===== src/rtl/parity_serial_tx_pkg.sv =====
// parity_serial_tx_pkg: shared state encoding, frame constants and parity helper
package parity_serial_tx_pkg;
   localparam int FRAME_BITS = 11;
   localparam int DATA_W = 8;
   typedef enum logic [2:0] {
      IDLE   = 3'd0,
      START  = 3'd1,
      DATA   = 3'd2,
      PARITY = 3'd3,
      STOP   = 3'd4
   } state_t;
   function automatic logic parity_of(input logic [DATA_W-1:0] d, input logic odd);
      return (^d) ^ odd;
   endfunction
endpackage


===== src/rtl/parity_serial_tx_if.sv =====
// parity_serial_tx_if: byte handshake in, serial line and status out
//   in_data/in_valid : producer -> transmitter, in_ready back
//   tx_serial        : serial line, idles high
//   busy/parity_bit/done : frame status
interface parity_serial_tx_if
   import parity_serial_tx_pkg::*;
   ();
   logic [DATA_W-1:0] in_data;
   logic              in_valid;
   logic              in_ready;
   logic              tx_serial;
   logic              busy;
   logic              parity_bit;
   logic              done;
   modport master (output in_data, in_valid,
                   input  in_ready, tx_serial, busy, parity_bit, done);
   modport slave  (input  in_data, in_valid,
                   output in_ready, tx_serial, busy, parity_bit, done);
endinterface


===== src/rtl/parity_serial_tx_bit_timer.sv =====
// parity_serial_tx_bit_timer: counts clk cycles within one serial bit period
//   clk, rst : clock, synchronous active-high reset
//   clear    : hold the count at zero (used while idle)
//   tick     : high on the last cycle of each bit period
module parity_serial_tx_bit_timer #(
   parameter int CLKS_PER_BIT = 4
) (
   input  logic clk,
   input  logic rst,
   input  logic clear,
   output logic tick
);
   localparam logic [15:0] LAST = 16'(CLKS_PER_BIT - 1);
   logic [15:0] r_cnt;
   assign tick = r_cnt == LAST;
   always_ff @(posedge clk) begin
      if (rst || clear) r_cnt <= '0;
      else r_cnt <= tick ? '0 : r_cnt + 16'd1;
   end
endmodule


===== src/rtl/parity_serial_tx.sv =====
// parity_serial_tx: accepts a byte and sends start, 8 data bits LSB-first, parity, stop
//   clk, rst : clock, synchronous active-high reset
//   bus      : slave side of parity_serial_tx_if (handshake in, serial/status out)
module parity_serial_tx
   import parity_serial_tx_pkg::*;
#(
   parameter int CLKS_PER_BIT = 4,
   parameter bit ODD_PARITY   = 1'b0
) (
   input logic               clk,
   input logic               rst,
   parity_serial_tx_if.slave bus
);
   state_t            r_state;
   state_t            w_next;
   logic [DATA_W-1:0] r_shift;
   logic [2:0]        r_idx;
   logic              r_parity;
   logic              w_tick;
   logic              w_accept;
   assign w_accept = bus.in_valid && r_state == IDLE;
   // timer is held clear in IDLE so the first START cycle always starts a fresh bit
   parity_serial_tx_bit_timer #(.CLKS_PER_BIT(CLKS_PER_BIT)) u_timer (
      .clk  (clk),
      .rst  (rst),
      .clear(r_state == IDLE),
      .tick (w_tick)
   );
   always_ff @(posedge clk) begin
      if (rst) begin
         r_state  <= IDLE;
         r_shift  <= '0;
         r_idx    <= '0;
         r_parity <= 1'b0;
      end else begin
         r_state <= w_next;
         if (w_accept) begin
            r_shift  <= bus.in_data;
            r_parity <= parity_of(bus.in_data, ODD_PARITY);
            r_idx    <= '0;
         end else if (r_state == DATA && w_tick) begin
            r_shift <= r_shift >> 1;
            r_idx   <= r_idx + 3'd1;
         end
      end
   end
   always_comb begin
      w_next = r_state == IDLE   ? (w_accept ? START : IDLE) :
               !w_tick           ? r_state :
               r_state == START  ? DATA :
               r_state == DATA   ? (r_idx == 3'd7 ? PARITY : DATA) :
               r_state == PARITY ? STOP : IDLE;
   end
   always_comb begin
      bus.in_ready   = r_state == IDLE;
      bus.busy       = r_state != IDLE;
      bus.done       = r_state == STOP && w_tick;
      bus.parity_bit = r_parity;
      bus.tx_serial  = r_state == START  ? 1'b0 :
                       r_state == DATA   ? r_shift[0] :
                       r_state == PARITY ? r_parity : 1'b1;
   end
endmodule


===== src/flat_wrapper.sv =====
// flat-port wrapper written by rule: the top's interface ports become plain ports
module parity_serial_tx_flat import parity_serial_tx_pkg::*;
#(
   parameter int CLKS_PER_BIT = 4,
   parameter bit ODD_PARITY   = 1'b0
)
  (clk, rst, bus_in_data, bus_in_valid, bus_in_ready, bus_tx_serial, bus_busy, bus_parity_bit, bus_done);
  parity_serial_tx_if bus_i ();
  input logic clk;
  input logic rst;
  input wire logic [$bits(bus_i.in_data)-1:0] bus_in_data;
  input wire logic [$bits(bus_i.in_valid)-1:0] bus_in_valid;
  output wire logic [$bits(bus_i.in_ready)-1:0] bus_in_ready;
  output wire logic [$bits(bus_i.tx_serial)-1:0] bus_tx_serial;
  output wire logic [$bits(bus_i.busy)-1:0] bus_busy;
  output wire logic [$bits(bus_i.parity_bit)-1:0] bus_parity_bit;
  output wire logic [$bits(bus_i.done)-1:0] bus_done;
  assign bus_i.in_data = bus_in_data;
  assign bus_i.in_valid = bus_in_valid;
  assign bus_in_ready = bus_i.in_ready;
  assign bus_tx_serial = bus_i.tx_serial;
  assign bus_busy = bus_i.busy;
  assign bus_parity_bit = bus_i.parity_bit;
  assign bus_done = bus_i.done;
  parity_serial_tx #(.CLKS_PER_BIT(CLKS_PER_BIT), .ODD_PARITY(ODD_PARITY)) u_core (.clk(clk), .rst(rst), .bus(bus_i));
endmodule

===== config.mk =====
export PLATFORM = sky130hd
export DESIGN_NAME = parity_serial_tx_flat
export DESIGN_NICKNAME = d
export VERILOG_FILES = /design/src/rtl/parity_serial_tx_pkg.sv /design/src/rtl/parity_serial_tx_if.sv /design/src/rtl/parity_serial_tx_bit_timer.sv /design/src/rtl/parity_serial_tx.sv /design/src/flat_wrapper.sv
export SDC_FILE = /design/constraint.sdc
export NUM_CORES = 1
export LEC_CHECK = 0
export ABC_AREA = 1
export BUFFER_PORTS_ARGS = -buffer_cell sky130_fd_sc_hd__buf_2
export CELL_PAD_IN_SITES_DETAIL_PLACEMENT = 0
export CELL_PAD_IN_SITES_GLOBAL_PLACEMENT = 2
export CORE_ASPECT_RATIO = 0.75
export CORE_MARGIN = 2
export CORE_UTILIZATION = 34
export CTS_BUF_LIST = sky130_fd_sc_hd__clkbuf_16
export CTS_CLUSTER_DIAMETER = 30
export DETAILED_ROUTE_END_ITERATION = 10
export PLACE_DENSITY = 0.92
export SLEW_MARGIN = 20
export SYNTH_ARGS = -nofsm -noshare
export SYNTH_HDL_FRONTEND = slang
export SYNTH_SLANG_ARGS = --single-unit

===== constraint.sdc =====
create_clock -name clk -period 4.1 [get_ports clk]
set_input_delay 0.615 -clock clk [delete_from_list [all_inputs] [get_ports clk]]
set_output_delay 0.615 -clock clk [all_outputs]
set_load 0.01 [all_outputs]

==> reports/qor.txt, run 1 <==
Max Cap Viol: 0
largest net degree at the start of global routing: 17
Tightest Pin Transition: 0.4351 ns
hold violation total from the final report: 0
design area: 0.002118 mm²
Die ar.: 0.006043 mm²
Die Y: 67.83 µm
htree depth: 2
R2R Setup Slk: 2.46 ns
Buffers on Ports: 15
Tot Pwr: 0.0007551 W
Total Routing Usage GR: 13.63%
clk slew on worst S/H paths: 0.05 ns
final worst path period share: 58.18%
Worst path depth: 8
number of cells produced by synthesis: 292
CTS tree: yes
maximum fanout along the worst path: 8
worst ir drop on vdd: 0.0001265 V
Layout Skew: 0.002915 ns
Final Util: 40.00%
GR peak layer: met1
Final ANT Viol Nets: 0
RSZ-0062 raised after global routing: no
Starting Density: 34.88%
max-slew violations: 0
drt drc: 0
global-route wire length before repair: 6223 µm
Hold Crit Class: reg -> reg
Worst setup endpoint: bus_done
initial antenna violation count: 0
Synth top area share: 33.60%
PwrDens: 356.5 mW/mm²
synth top area cells: dfxtp_1 34%, nand2_1 20%, nor2_1 9.3%, inv_1 8.1%, a21oi_1 4.1%
vias in the first global route: 1339
Crit path buffers/inverters: 2
register bit total from synthesis: 31
Core Area: 0.005295 mm²
sequential area share after synthesis: 33.60%
Worst EP arrival: 1.77 ns
Distinct cells, synth: 26
Critical Path RT: 3.48 ns
post-synth top area cell: dfxtp_1
Reg2Reg Depth: 10
slowest CP cell: dfxtp_1
number of synthesized flops with an enable pin: 0
Resize count post-CTS: 0
routed vias: 1647
Syn Std Cell Area: 0.001847 mm²
Clock Sink Count: 31
cell row count: 23
total gr overflow: 0
Post-CTS Setup Inserts: 0
area of placed instances: 0.001978 mm²
critical path's largest stage delay: 0.39 ns
initial DRC count: 72
# IOs: 16
post-DR wirelength/cell: 9.870 µm
Setup crit start: u_core.u_timer.r_cnt[0]$_SDFF_PP0_
final wirelength: 3810 µm
Clock Root Buffer: clkbuf_16
clock latency on the worst-skew pair: 0.27 ns
# hold bufs at CTS: 0
layout cells sized above 1: 14.79%
Via-to-Cell Ratio: 4.267
Die W: 89.10 µm
TNS Setup: 0 ns
Syn Area/Cell: 6.325 µm²
Max Freq: 0.4192 GHz
Crit Reg-Reg Startpoint: u_core.u_timer.r_cnt[0]$_SDFF_PP0_
gpl congestion: 0.7503
Final setup viols: 0
Leak: 0.9514 nW
CP cell instances: ha_1 -> inv_2 -> nor2_4 -> nand2_2 -> nor2_4 -> nand2_2 -> nor4_1 -> buf_2
startpoint types: flop
minimum clock period: 2.385 ns
syn nets: 306
worst r2r dst: u_core.r_shift[3]$_SDFFE_PP0P_
met3 usage: 3.619%
status: finished, final reports clean
most common flop cell mapped by yosys: dfxtp_1
Area Overhead vs Synth: 14.70%
GR Layer Usage met2: 16.85%
max_slew headroom: 70.96%
TritonCTS buffer count: 5
CP top delay family: simple AND/OR/NAND/NOR gates
Yosys warning count: 0
post-layout net count: 324
Worst setup EP type: primary output
Clock Path Buffers: 2
Ant. Diodes: 0
DR pass1 iterations: 4
GR Layer Usage met1: 21.63%
critical path class: reg -> out
Post-synth ARST share: 0%
Final HPWL DP: 2868 µm
==> synthesized netlist by cell type, drive strengths merged (2+ instances only) <==
| master | instances |
|---|---|
| nand3 | 14 |
| inv | 44 |
| nor2 | 54 |
| a21oi | 16 |
| ha | 3 |
| buf | 3 |
| dfxtp | 31 |
| nor3 | 7 |
| o21ai | 7 |
| nand4 | 2 |
| xnor2 | 3 |
| nand2 | 103 |
==> metal layers <==
layer	vias to the layer above	part of all wire, %
met5	-	0
met3	5	3.2
met4	0	1.2
met2	14	37
met1	705	59
li1	923	-
==> sequential cells by signal, summed over array words and instances (netlist names) <==
| signal | flops |
|---|---|
| u_core.r_idx | 3 |
| u_core.u_timer.r_cnt | 16 |
| u_core.r_shift | 8 |
| u_core.r_state | 3 |
| u_core.bus.parity_bit | 1 |
==> logic make-up (layout without fill, tap and decap cells) <==
kind of cell             Yosys count  in the layout  share of synthesized area [%]
AND/OR/NAND/NOR                  183            183                          45.05
buffers and inverters             48             67                          10.97
flip-flops                        31             31                          33.60
AO/OA/AOI/OAI                     23             23                          6.436
XOR/XNOR                           4              4                          1.897
adder cells (fa/ha/maj)            3              3                          2.033
==> how the worst min path moves through the flow <==
stage                                          to                               start  slack [ns]  depth (start not counted)
2_1_floorplan  u_core.u_timer.r_cnt[0]$_SDFF_PP0_  u_core.u_timer.r_cnt[0]$_SDFF_PP0_        0.44                          1
3_3_place_gp   u_core.u_timer.r_cnt[0]$_SDFF_PP0_  u_core.u_timer.r_cnt[0]$_SDFF_PP0_        0.46                          1
3_5_place_dp       u_core.r_shift[1]$_SDFFE_PP0P_      u_core.r_shift[1]$_SDFFE_PP0P_        0.47                          2
4_1_cts            u_core.r_shift[7]$_SDFFE_PP0P_      u_core.r_shift[7]$_SDFFE_PP0P_        0.48                          2
5_1_grt            u_core.r_shift[1]$_SDFFE_PP0P_      u_core.r_shift[1]$_SDFFE_PP0P_        0.50                          2
6_report           u_core.r_shift[7]$_SDFFE_PP0P_      u_core.r_shift[7]$_SDFFE_PP0P_        0.48                          2
==> worst min-delay path, stage by stage, from the launching register on <==
cell     delay, ns
dfxtp_1       0.30
nand3_1       0.07
a21oi_1       0.05
==> cell type report <==
class,instances,area (µm²)
multi-input cells,213,1023
fillers,606,3177
clock buffers,5,125.1
inverters,44,165.2
clock inverters,3,15.01
flip-flops and latches,31,620.6
repair buffers,15,75.07
well taps,75,93.84
==> stage by stage <==
stage / worst slack, ns / std cells / hold WS [ns]
final: 1.715 / 386 / 0.4781
after global routing: 1.571 / 386 / 0.4977
after CTS: 1.686 / 386 / 0.4810
after detailed placement: 2.003 / 378 / 0.4715
after global placement: 2.060 / 378 / 0.4565
after floorplan: 2.098 / 292 / 0.4396
==> cells in the final DEF (no fill, tap or decap), types with 2 or more instances in the layout <==
master	n
nand4_1	2
nand2_2	4
inv_1	40
buf_2	15
nand2_4	2
ha_1	3
clkbuf_16	5
xnor2_1	3
a21oi_1	15
nor2_1	46
dfxtp_1	31
nand3_4	2
nor2_4	5
nor2_2	3
clkinv_2	3
inv_2	4
o21ai_0	7
nand3_1	11
nor3_1	6
nand2_1	97
==> report_power, final <==
group	total [W]	leakage [nW]	switching (W)	internal [W]
clock network	0.000348	0.0733	0.000127	0.000221
logic	0.0000891	0.626	0.0000577	0.0000314
registers	0.000318	0.252	0.00000584	0.000312
total	0.000755	0.951	0.000191	0.000564
(Power assumes the default switching activity.)
==> inputs of run 2 (changes only) <==
--- a/config.mk
+++ b/config.mk
@@ -11,11 +11,11 @@
 export CELL_PAD_IN_SITES_GLOBAL_PLACEMENT = 2
 export CORE_ASPECT_RATIO = 0.75
 export CORE_MARGIN = 2
-export CORE_UTILIZATION = 34
+export CORE_UTILIZATION = 29
 export CTS_BUF_LIST = sky130_fd_sc_hd__clkbuf_16
 export CTS_CLUSTER_DIAMETER = 30
 export DETAILED_ROUTE_END_ITERATION = 10
-export PLACE_DENSITY = 0.92
+export PLACE_DENSITY = 0.84
 export SLEW_MARGIN = 20
 export SYNTH_ARGS = -nofsm -noshare
 export SYNTH_HDL_FRONTEND = slang
==> constraint.sdc (replaced) <==
create_clock -name clk -period 2.05 [get_ports clk]
set_input_delay 0.3075 -clock clk [delete_from_list [all_inputs] [get_ports clk]]
set_output_delay 0.3075 -clock clk [all_outputs]
set_load 0.01 [all_outputs]
==> run 2 against run 1 <==
Net effect: clock power increased by 96%; combinational power increased by 100%; cell count increased by 2.1%; die area increased by 16%; sequential share of layout area decreased by 0.27 points; utilization decreased by 5.6 points; highest routed layer unchanged.
==> reports/qor.txt, run 2 (same netlist as run 1, synthesis figures left out) <==
status: finished, final reports clean
Resize count post-CTS: 0
TNS Setup: 0 ns
maximum fanout along the worst path: 4
Critical Path RT: 1.74 ns
routed vias: 1657
Layout Skew: 0.004765 ns
# IOs: 16
post-DR wirelength/cell: 9.891 µm
Total Routing Usage GR: 12.23%
Clock Root Buffer: clkbuf_16
multi-input logic area: 0.001026 mm²
P_int: 0.001126 W
initial antenna violation count: 0
register name with the most flops: u_core.u_timer.r_cnt
final wirelength: 3897 µm
Core Area: 0.006225 mm²
max-slew violations: 0
startpoint types: flop
commonest non-fill, non-tap cells in the layout: 97 x nand2_1, 46 x nor2_1, 42 x inv_1
gpl congestion: 0.7168
Clock Sink Count: 31
hold violation total from the final report: 0
clock latency on the worst-skew pair: 0.27 ns
Max Freq: 0.5202 GHz
sequential share of power: 42.5%
Die Y: 73.11 µm
Starting Density: 29.67%
Die W: 96.15 µm
minimum clock period: 1.922 ns
Die ar.: 0.007029 mm²
Regs by FF count: u_core.u_timer.r_cnt: 16 flops, u_core.r_shift: 8 flops
PwrDens: 698.9 mW/mm²
vias in the first global route: 1377
initial DRC count: 65
Worst EP arrival: 1.61 ns
CTS tree: yes
Tightest Pin Transition: 0.3021 ns
# hold bufs at CTS: 0
combinational cell fraction of total power: 11.9%
final worst path period share: 93.78%
Final setup viols: 0
Via-to-Cell Ratio: 4.206
TritonCTS buffer count: 5
design area: 0.002142 mm²
Final ANT Viol Nets: 0
Leak: 0.9607 nW
Buffers on Ports: 15
P_sw: 0.0003709 W
largest net degree at the start of global routing: 17
cell row count: 25
drt drc: 0
Hold Crit Class: in -> reg
total gr overflow: 0
Final HPWL DP: 3026 µm
Max Cap Viol: 0
switching share of total power: 24.77%
Fill cells: 704
clk slew on worst S/H paths: 0.05 ns
RSZ-0062 raised after global routing: no
layout cells sized above 1: 15.34%
critical path class: reg -> out
Reg area: 621.8 µm²
Ant. Diodes: 0
DR pass1 iterations: 6
area of placed instances: 0.002001 mm²
commonest non-fill, non-tap cell in the layout: nand2_1
max_slew headroom: 79.71%
worst ir drop on vdd: 0.0002854 V
pre-CTS WS: 0.3658 ns
post-layout net count: 326
part of the power in the clock network: 45.6%
Area Overhead vs Synth: 15.99%
Worst setup EP type: primary output
max FFs per register: 16
Post-CTS Setup Inserts: 0
htree depth: 2
final worst setup slack: 0.1276 ns
global-route wire length before repair: 6561 µm
Clock Path Buffers: 2
[run 2: cell count changes in the layout (fill, tap and decap cells not counted), sizes merged]
cell,change
buf,+2
clkinv,-2
inv,+2
[run 2: power by group through the flow]
stage                     Sequential, W  Clock (W)  Combinational [W]
after floorplan                0.000647          0           0.000138
after global placement         0.000649          0           0.000180
after detailed placement       0.000649          0           0.000180
after CTS                      0.000636   0.000707           0.000182
after global routing           0.000640   0.000734           0.000210
final                          0.000637   0.000682           0.000178
[run 2: area by class of cell]
| class | instances | area share, % |
|---|---|---|
| clock buffers | 5 | 5.841 |
| clock inverters | 3 | 0.5841 |
| inverters | 44 | 7.710 |
| multi-input cells | 213 | 47.90 |
| flip-flops and latches | 31 | 29.03 |
| well taps | 81 | 4.731 |
| repair buffers | 17 | 4.206 |
[run 2: worst paths after layout]
check / start / endpoint / slack (ns) / depth (start not counted)
min: rst / u_core.r_shift[7]$_SDFFE_PP0P_ / 0.25 / 2
max reg2reg: u_core.u_timer.r_cnt[1]$_SDFF_PP0_ / u_core.r_shift[3]$_SDFFE_PP0P_ / 0.49 / 10
max: u_core.u_timer.r_cnt[1]$_SDFF_PP0_ / bus_done / 0.13 / 8
min reg2reg: u_core.u_timer.r_cnt[0]$_SDFF_PP0_ / u_core.u_timer.r_cnt[0]$_SDFF_PP0_ / 0.44 / 1
[run 2: routing by layer]
layer  share of wire, %  wire, µm  GRT usage (%)
met1                 59      2303          19.44
met2                 37      1427          15.12
met3                2.8       110          3.099
met4                1.4        56          4.762
met5                  0         0              0
[run 2: critical path, stage by stage, from the launching register on]
cell	delay, ns
dfxtp_1	0.36
ha_2	0.23
inv_2	0.06
nor2_4	0.08
nand2_2	0.06
nor2_4	0.12
nand2_2	0.07
nor4_1	0.18
buf_2	0.18
[run 2: stage by stage]
| step | instances | hold slack (ns) | util [%] | total power, W |
|---|---|---|---|---|
| 4_1_cts | 394 | 0.2415 | 34.35 | 0.001525 |
| 2_1_floorplan | 292 | 0.3766 | - | 0.0007845 |
| 5_1_grt | 394 | 0.2628 | 34.41 | 0.001584 |
| 3_5_place_dp | 386 | 0.4610 | 32.14 | 0.0008293 |
| 3_3_place_gp | 386 | 0.4526 | 32.14 | 0.0008291 |
| 6_report | 394 | 0.2459 | 34.41 | 0.001497 |
